$ cat config.mk
export PLATFORM = sky130hd
export DESIGN_NAME = fft_frame_sequencer
export DESIGN_NICKNAME = d
export VERILOG_FILES = /design/src/rtl/fft_seq_pkg.sv /design/src/rtl/fft_frame_sequencer_peak_tracker.sv /design/src/rtl/fft_frame_sequencer.sv
export SDC_FILE = /design/constraint.sdc
export NUM_CORES = 1
export LEC_CHECK = 0
export ABC_AREA = 1
export BUFFER_PORTS_ARGS = -buffer_cell sky130_fd_sc_hd__buf_2
export CAP_MARGIN = 20
export CORE_ASPECT_RATIO = 0.5
export CORE_MARGIN = 2
export CORE_UTILIZATION = 30
export CTS_CLUSTER_DIAMETER = 200
export DETAILED_ROUTE_END_ITERATION = 7
export SKIP_CTS_REPAIR_TIMING = 1
export SLEW_MARGIN = 5
export SYNTH_ARGS = -nofsm -noshare
export SYNTH_HDL_FRONTEND = slang
export SYNTH_HIERARCHICAL = 1
export SYNTH_SLANG_ARGS = --single-unit
$ cat constraint.sdc
create_clock -name clk -period 6.2 [get_ports clk]
set_input_delay 0 -clock clk [delete_from_list [all_inputs] [get_ports clk]]
set_output_delay 0 -clock clk [all_outputs]
set_load 0.01 [all_outputs]
$ cat src/rtl/fft_seq_pkg.sv
`default_nettype none
// ============================================================================
//  Module      : fft_seq_pkg
//  Description : Shared state encoding and default sizes for the FFT frame
//                sequencer and its peak tracker.
//  Revision    : 1.0 - initial release
// ============================================================================
package fft_seq_pkg;

    localparam int FRAME_LEN_DEF = 512;
    localparam int MAG_W_DEF     = 34;
    localparam int IDX_W         = $clog2(FRAME_LEN_DEF);

    typedef enum logic [2:0] {
        ST_CLEAR = 3'd0,
        ST_FILL  = 3'd1,
        ST_START = 3'd2,
        ST_FEED  = 3'd3,
        ST_WAIT  = 3'd4,
        ST_DRAIN = 3'd5,
        ST_DONE  = 3'd6
    } seq_state_t;

endpackage
`default_nettype wire

$ cat src/rtl/fft_frame_sequencer_peak_tracker.sv
`default_nettype none
// ============================================================================
//  Module      : peak_tracker
//  Description : Clocked running-maximum over pairs of squared-magnitude bins;
//                ties resolve to the earliest (lowest-index) bin.
//  Revision    : 1.0 - initial release
// ============================================================================
module peak_tracker
    import fft_seq_pkg::*;
#(
    parameter int MAG_W     = MAG_W_DEF,
    parameter int BIN_IDX_W = IDX_W
) (
    input  logic                 clk,
    input  logic                 reset,
    input  logic                 en,
    input  logic                 first,
    input  logic [MAG_W-1:0]     mag0,
    input  logic [MAG_W-1:0]     mag1,
    input  logic [BIN_IDX_W-1:0] idx,
    output logic [MAG_W-1:0]     max_mag,
    output logic [BIN_IDX_W:0]   max_bin
);

    logic                 w_odd_wins;
    logic [MAG_W-1:0]     w_cand_mag;
    logic [BIN_IDX_W:0]   w_cand_bin;
    logic [MAG_W-1:0]     r_max_mag;
    logic [BIN_IDX_W:0]   r_max_bin;

    // Strict compares: equal pairs favour the even bin, equal frames the earlier bin.
    assign w_odd_wins = (mag1 > mag0);
    assign w_cand_mag = w_odd_wins ? mag1 : mag0;
    assign w_cand_bin = {idx, w_odd_wins};

    always_ff @(posedge clk) begin
        if (reset) begin
            r_max_mag <= '0;
            r_max_bin <= '0;
        end else if (en && (first || (w_cand_mag > r_max_mag))) begin
            r_max_mag <= w_cand_mag;
            r_max_bin <= w_cand_bin;
        end
    end

    assign max_mag = r_max_mag;
    assign max_bin = r_max_bin;

endmodule
`default_nettype wire

$ cat src/rtl/fft_frame_sequencer.sv
`default_nettype none
// ============================================================================
//  Module      : fft_frame_sequencer
//  Description : Frame controller between the ping-pong sample FIFOs and the
//                streaming DFT core; reports the strongest output bin per frame.
//  Revision    : 1.0 - initial release
// ============================================================================
module fft_frame_sequencer
    import fft_seq_pkg::*;
#(
    parameter int FRAME_LEN   = FRAME_LEN_DEF,
    parameter int MAG_W       = MAG_W_DEF,
    parameter int OUT_TIMEOUT = 4096
) (
    input  logic                         clk,
    input  logic                         reset,
    input  logic                         full_even,
    input  logic                         full_odd,
    input  logic                         fft_next_out,
    input  logic [MAG_W-1:0]             mag0,
    input  logic [MAG_W-1:0]             mag1,
    output logic                         write_even,
    output logic                         write_odd,
    output logic                         read,
    output logic                         fft_reset,
    output logic                         fft_next,
    output logic [$clog2(FRAME_LEN)-1:0] out_index,
    output logic [$clog2(FRAME_LEN):0]   peak_bin,
    output logic [MAG_W-1:0]             peak_mag,
    output logic                         peak_valid,
    output logic                         timeout_err,
    output logic                         busy
);

    localparam int c_IDX_W   = $clog2(FRAME_LEN);
    localparam int c_CNT_MAX = (FRAME_LEN > OUT_TIMEOUT) ? FRAME_LEN : OUT_TIMEOUT;
    localparam int c_CNT_W   = $clog2(c_CNT_MAX);
    localparam logic [c_CNT_W-1:0] c_LAST_SAMPLE = c_CNT_W'(FRAME_LEN - 1);
    localparam logic [c_CNT_W-1:0] c_LAST_WAIT   = c_CNT_W'(OUT_TIMEOUT - 1);

    seq_state_t          r_state;
    seq_state_t          w_state_next;
    logic [c_CNT_W-1:0]  r_cnt;
    logic [c_CNT_W-1:0]  w_cnt_next;
    logic                w_timeout_set;
    logic                r_write_even;
    logic                r_write_odd;
    logic                r_timeout_err;
    logic [c_IDX_W:0]    r_peak_bin;
    logic [MAG_W-1:0]    r_peak_mag;
    logic [c_IDX_W:0]    w_max_bin;
    logic [MAG_W-1:0]    w_max_mag;

    always_ff @(posedge clk) begin
        if (reset) begin
            r_state <= ST_CLEAR;
        end else begin
            r_state <= w_state_next;
        end
    end

    // One counter serves both the feed/drain sample index and the WAIT timeout.
    always_comb begin
        w_state_next  = r_state;
        w_cnt_next    = r_cnt;
        w_timeout_set = 1'b0;
        case (r_state)
            ST_CLEAR: w_state_next = ST_FILL;
            ST_FILL: begin
                if (full_even && full_odd) begin
                    w_state_next = ST_START;
                end
            end
            ST_START: begin
                w_state_next = ST_FEED;
                w_cnt_next   = '0;
            end
            ST_FEED: begin
                if (r_cnt == c_LAST_SAMPLE) begin
                    w_state_next = ST_WAIT;
                    w_cnt_next   = '0;
                end else begin
                    w_cnt_next = r_cnt + c_CNT_W'(1);
                end
            end
            ST_WAIT: begin
                if (fft_next_out) begin
                    w_state_next = ST_DRAIN;
                    w_cnt_next   = '0;
                end else if (r_cnt == c_LAST_WAIT) begin
                    w_state_next  = ST_CLEAR;
                    w_cnt_next    = '0;
                    w_timeout_set = 1'b1;
                end else begin
                    w_cnt_next = r_cnt + c_CNT_W'(1);
                end
            end
            ST_DRAIN: begin
                if (r_cnt == c_LAST_SAMPLE) begin
                    w_state_next = ST_DONE;
                    w_cnt_next   = '0;
                end else begin
                    w_cnt_next = r_cnt + c_CNT_W'(1);
                end
            end
            ST_DONE:  w_state_next = ST_FILL;
            default:  w_state_next = ST_CLEAR;
        endcase
    end

    always_ff @(posedge clk) begin
        if (reset) begin
            r_cnt         <= '0;
            r_write_even  <= 1'b0;
            r_write_odd   <= 1'b0;
            r_timeout_err <= 1'b0;
            r_peak_bin    <= '0;
            r_peak_mag    <= '0;
        end else begin
            r_cnt        <= w_cnt_next;
            r_write_even <= (w_state_next == ST_FILL) && !full_even;
            r_write_odd  <= (w_state_next == ST_FILL) && !full_odd;
            if (w_timeout_set) begin
                r_timeout_err <= 1'b1;
            end
            if (r_state == ST_DONE) begin
                r_peak_bin <= w_max_bin;
                r_peak_mag <= w_max_mag;
            end
        end
    end

    peak_tracker #(
        .MAG_W     (MAG_W),
        .BIN_IDX_W (c_IDX_W)
    ) u_peak_tracker (
        .clk     (clk),
        .reset   (reset),
        .en      (r_state == ST_DRAIN),
        .first   (r_cnt == '0),
        .mag0    (mag0),
        .mag1    (mag1),
        .idx     (r_cnt[c_IDX_W-1:0]),
        .max_mag (w_max_mag),
        .max_bin (w_max_bin)
    );

    assign write_even  = r_write_even;
    assign write_odd   = r_write_odd;
    assign read        = (r_state == ST_FEED);
    assign fft_reset   = (r_state == ST_CLEAR);
    assign fft_next    = (r_state == ST_START);
    assign busy        = (r_state != ST_FILL);
    assign peak_valid  = (r_state == ST_DONE);
    assign timeout_err = r_timeout_err;
    assign out_index   = (r_state == ST_DRAIN) ? r_cnt[c_IDX_W-1:0] : '0;
    // During DONE the tracker already holds the final result; the copy holds it afterwards.
    assign peak_bin    = (r_state == ST_DONE) ? w_max_bin : r_peak_bin;
    assign peak_mag    = (r_state == ST_DONE) ? w_max_mag : r_peak_mag;

endmodule
`default_nettype wire

==> reports/metrics.cfg, run 1 <==
[synthesis]
synth_cell_types=37
synth.largest_area_cell=dfxtp_1
synth_cells=1147
netlist.area_leader.share=0.2790
synthArstFlopShare=0
synth_seq_area_share=0.2790
postSynthAreaPerCell_sq_um=6.631
synth_fp_nets=1290
synth_edf_count=0
ys.flop_type=dfxtp_1
yosys_warnings=6
synth-seq-cells=106
syn-cell-area_sq_mm=0.007606
netlist_top_cells_area=dfxtp_1 28%, nand2_1 14%, ha_1 12%

[drt]
postRouteAntennaNets=0
via_per_inst=4.302
via_count=6892
drt_iter0_drc=400
wire_per_inst_microns=12.00
dr.pass1.iters=5
wirelength_microns=19230
drc=0

[timing]
fin_crit_sh=0.6254
worst_slew_pin_slew_ns=0.9052
min_period_ns=3.878
rsz0062_at_grt=false
clock_skew_ns=0.009980
hold_violations=0
max_freq_mhz=257.9
maxSlewHeadroom=0.3965
slew_violations=0
setup-tns-final_ns=0
setup_viol=0

[critical_path]
crit_path_end_kind=register
cp_slowest_cell=nand2_4
critPathArrivalTime_ns=4.12
path_common_cell=nand2_1
r2r_start=u_peak_tracker/max_mag[16]$_SDFFE_PP0P_
crit_end=u_peak_tracker/max_mag[27]$_SDFFE_PP0P_
path_class=input port to register
critical_path.startpoint=mag0[13]
slowest_delay_ns=0.42
r2r_setup_slack_ns=3.56
cp_max_fo=70
critPathLaunchType=input port
reg2reg_depth=15
r2r-end=u_peak_tracker/max_mag[27]$_SDFFE_PP0P_
critPathRequiredTime_ns=6.45

[layout]
nNetsFinal=1394
area_growth_pct=15.17
fill_cells=2751
fin_cells=1602
multi_input_area_sq_mm=0.004362
layout-drive-gt1-share=0.1975
seqCellArea_sq_mm=0.002122

[status]
status=finished, final reports clean

[floorplan]
start_util=0.3038
die_area_sq_mm=0.02672
io_pins=134
fp.dieH_microns=116.6
dieWidth_microns=229.2
rows=41
core_sq_mm=0.02503

[placement]
routabilityCongestion=0.8689
io_buffers=133
dpl.cell_count=1582
dpl.hpwl_microns=14960

[power_and_ir_drop]
power_density_mw_per_mm2=179.5
irDropWorstVdd_uv=101.8
leakage_nw=4.617

[global_routing]
track_usage=0.1421
grt_first_pass_wirelength_microns=30820
grt_pass1_vias=6065
antenna_found_initial=2
grt_max_degree=100
grt-ovfl-total=0

[min_path]
hold_class=input port to register

[run]
cap_violations=0

[clocking]
cts_made_buffers=9
cts.clk_slew.worst_paths_ns=0.07
cts_sinks=106
cts_tree=done
cts_buffer_depth=2
clk-insertion-delay-late_ns=0.36
root_buffer=clkbuf_16
cts_max_level=3

-- final cells by class --
cell class | count | area share
inverter | 216 | 0.09256
timing repair buffer | 139 | 0.08170
tap | 344 | 0.04914
multi-input combinational | 779 | 0.4979
clock inverter | 7 | 0.01014
clock buffer | 9 | 0.02571
sequential | 106 | 0.2423
antenna | 2 | 0.0005713
-- logic make-up after synthesis --
logic type / count (synthesis) / share of synthesized area
fa+ha+maj: 70 / 0.1152
xor+xnor: 5 / 0.005757
buf+inv: 262 / 0.1476
simple gates: 556 / 0.3257
compound gates: 148 / 0.1268
flops: 106 / 0.2790
-- synth_stat cells, types with 2 or more instances --
cell        n
nand3_2     2
nand2_1   276
buf_6      11
nand2_2     8
clkbuf_1   13
dfxtp_1   106
inv_2       3
xor2_1      4
or2_2      44
a211oi_1   24
buf_4       8
buf_2      12
nor3_1      3
ha_1       70
nor2_2      6
nand3_1    52
inv_1     212
a211oi_2   20
nand2_4     5
nor2_1    137
o21ai_0    11
a21oi_1    86
o21ai_1     2
nand3b_1   12
a21o_1      4
nand4_1     3
nor2_4      3
-- critical path, delay by kind of cell --
family                   cells  cell delay [ns]
adder cells (fa/ha/maj)      2             0.59
buffers and inverters        3             0.21
AND/OR/NAND/NOR             23             3.28
-- cells in the final DEF (no fill, tap or decap), types with 6 or more instances in the layout --
cell type and count:
clkbuf_16 9, nor2_1 137, a21oi_1 86, buf_2 133, or2_2 44, a211oi_1 24, o21ai_0 11, ha_1 70
nand3_1 52, nand2_1 276, nand3b_1 12, nand2_2 8, nor2_2 6, dfxtp_1 106, inv_1 212, a211oi_2 20
-- worst min-delay path by stage --
| stage | cells after the start | start | slack, ns | to |
|---|---|---|---|---|
| 3_5_place_dp | 4 | full_odd | 0.28 | write_odd$_SDFF_PP0_ |
| 5_1_grt | 4 | fft_next_out | 0.02 | timeout_err$_SDFFE_PP0P_ |
| 4_1_cts | 4 | full_odd | -0.11 | write_odd$_SDFF_PP0_ |
| 3_3_place_gp | 4 | full_even | 0.28 | write_even$_SDFF_PP0_ |
| 6_report | 4 | fft_next_out | 0.009 | timeout_err$_SDFFE_PP0P_ |
| 2_1_floorplan | 3 | full_even | 0.16 | write_even$_SDFF_PP0_ |
-- power breakdown --
group	switching, mW	internal (mW)
Clock	0.283	0.322
Sequential	0.00225	0.683
Combinational	0.179	0.104
Total	0.464	1.11
-- flip-flops by register name (all words and copies together), names as in the netlist --
register and flops:
r_peak_mag 34, u_peak_tracker/max_mag 34, r_cnt 12, r_peak_bin 10, u_peak_tracker/max_bin 10, r_state 3, timeout_err 1, write_even 1
write_odd 1
-- per-stage QoR --
| step | hold slack [ns] | setup slack (ns) | power (mW) | area [sq um] | util |
|---|---|---|---|---|---|
| 3_3_place_gp | 0.2750 | 1.954 | 0.9807 | 8421 | 0.3364 |
| 2_1_floorplan | 0.1639 | 3.340 | 0.8999 | 7606 | - |
| 6_report | 0.009412 | 2.322 | 1.573 | 8760 | 0.3499 |
| 5_1_grt | 0.02212 | 1.821 | 1.665 | 8755 | 0.3497 |
| 4_1_cts | -0.1122 | 2.304 | 1.593 | 8735 | 0.3489 |
| 3_5_place_dp | 0.2767 | 1.940 | 0.9812 | 8421 | 0.3364 |
-- per-layer routing --
metal	track usage	vias up	part of all wire
met3	0.03320	21	0.042
met2	0.2228	127	0.43
met1	0.1961	2984	0.51
met5	0	-	0
met4	0.03896	0	0.015
li1	-	3760	-
Power figures use the tool's default switching activity.
==> run 2: changes to the inputs <==
clock period = 3.72 ns   (was 6.2 ns; I/O delays follow)
==> reports/metrics.cfg, run 2 (synthesis results as in run 1) <==
[layout]
final_common_cell=nand2_1
fill_cells=2809
area_growth_pct=16.98
layout-drive-gt1-share=0.2025
finish.utilization=0.3554
nNetsFinal=1402
layout_common_cells=276 x nand2_1, 212 x inv_1, 137 x nor2_1, 133 x buf_2, 106 x dfxtp_1

[run]
cap_violations=0

[min_path]
whs_path_depth=4
hold_class=input port to register

[clocking]
cts_buffer_depth=2
cts_tree=done
root_buffer=clkbuf_16
cts.clk_slew.worst_paths_ns=0.08
cts_max_level=3
cts_made_buffers=9
clk-insertion-delay-late_ns=0.36
cts_sinks=106

[critical_path]
cp_slowest_cell=ha_1
cp_max_fo=35
crit_buf_inv=3
reg2reg_depth=16
path_common_cell=nand2_1
crit_family=simple AND/OR/NAND/NOR gates
path_class=input port to register
critPathLaunchType=input port
critPathArrivalTime_ns=3.46
path_depth=29
r2r_setup_slack_ns=1.46
slowest_delay_ns=0.31
crit_path_end_kind=register
critPathRequiredTime_ns=3.97

[floorplan]
fp.dieH_microns=116.6
io_pins=134
start_util=0.3038
rows=41
dieWidth_microns=229.2
core_sq_mm=0.02503
die_area_sq_mm=0.02672

[timing]
maxSlewHeadroom=0.5085
fin_crit_sh=0.8629
worst_slew_pin_slew_ns=0.7372
setup_viol=0
slew_violations=0
hold_violations=0
clock_skew_ns=0.01476
setup-tns-final_ns=0
max_freq_mhz=311.5
min_period_ns=3.210
rsz0062_at_grt=false

[power_and_ir_drop]
power_density_mw_per_mm2=305.2
leakage_nw=4.688
irDropWorstVdd_uv=164.3

[global_routing]
grt_pass1_vias=6081
grt_first_pass_wirelength_microns=30260
grt_max_degree=118
track_usage=0.1412
busiest_layer=met2
use_met1=0.1908
antenna_found_initial=2
grt-ovfl-total=0
use_met2=0.2317
met3_usage=0.03052

[drt]
drt_iter0_drc=496
via_per_inst=4.301
drc=0
wire_per_inst_microns=11.88
dr.pass1.iters=6
via_count=6920
postRouteAntennaNets=0
wirelength_microns=19120

[placement]
dpl.hpwl_microns=14890
io_buffers=133
routabilityCongestion=0.8700

[status]
status=finished, final reports clean

[run 2: cell count changes in the layout (fill, tap and decap cells not counted), sizes merged]
cell    change
buf         +8
clkinv      -2
bufinv      +1
diode       -1
inv         +1
[run 2: worst register-to-register path, cell delays in order (launching register included)]
cell and delay (ns):
dfxtp_1 0.37, inv_1 0.07, ha_1 0.30, nand2_1 0.07, nor2_1 0.19, nand3_1 0.12, nor2_1 0.11, nand2_1 0.06
nand2_1 0.05, nor2_1 0.04, nand2_1 0.05, nand2_1 0.08, nand2_4 0.08, nand2_4 0.15, buf_12 0.23, nor2_1 0.12
nor2_1 0.06
[run 2: worst paths after layout]
check / startpoint / endpoint
max: mag0[33] / u_peak_tracker/max_mag[25]$_SDFFE_PP0P_
min reg2reg: timeout_err$_SDFFE_PP0P_ / timeout_err$_SDFFE_PP0P_
min: fft_next_out / timeout_err$_SDFFE_PP0P_
max reg2reg: u_peak_tracker/max_mag[9]$_SDFFE_PP0P_ / u_peak_tracker/max_mag[25]$_SDFFE_PP0P_
[run 2: final cells by class]
cell class	instances	area, sq um	area share
multi-input combinational	779	4362	0.4902
sequential	106	2122	0.2385
timing repair buffer	147	825.8	0.09281
inverter	216	810.8	0.09113
tap	344	430.4	0.04838
clock buffer	9	225.2	0.02531
clock inverter	7	118.9	0.01336
antenna	1	2.502	0.0002813
[run 2: metal layers]
layer | vias to the layer above | wire [microns]
met5 | - | 0
met3 | 13 | 735
met2 | 91 | 8523
li1 | 3790 | -
met1 | 3026 | 9656
met4 | 0 | 205
[run 2: power by group]
part / internal [mW] / leakage (nW) / switching (mW)
sequential: 1.14 / 0.854 / 0.00369
clock: 0.612 / 0.168 / 0.488
combinational: 0.176 / 3.67 / 0.297
[run 2: stage by stage]
stage	power, mW	worst slack (ns)	std cells	instance area (sq um)	hold slack, ns
after global routing	2.872	0.001299	1609	8897	0.02549
after global placement	1.645	0.1191	1590	8531	0.2735
after detailed placement	1.643	0.08188	1590	8531	0.2784
after floorplan	1.500	0.8598	1147	7606	0.1639
after CTS	2.758	0.4481	1606	8875	-0.1099
final	2.716	0.5101	1609	8897	0.007671
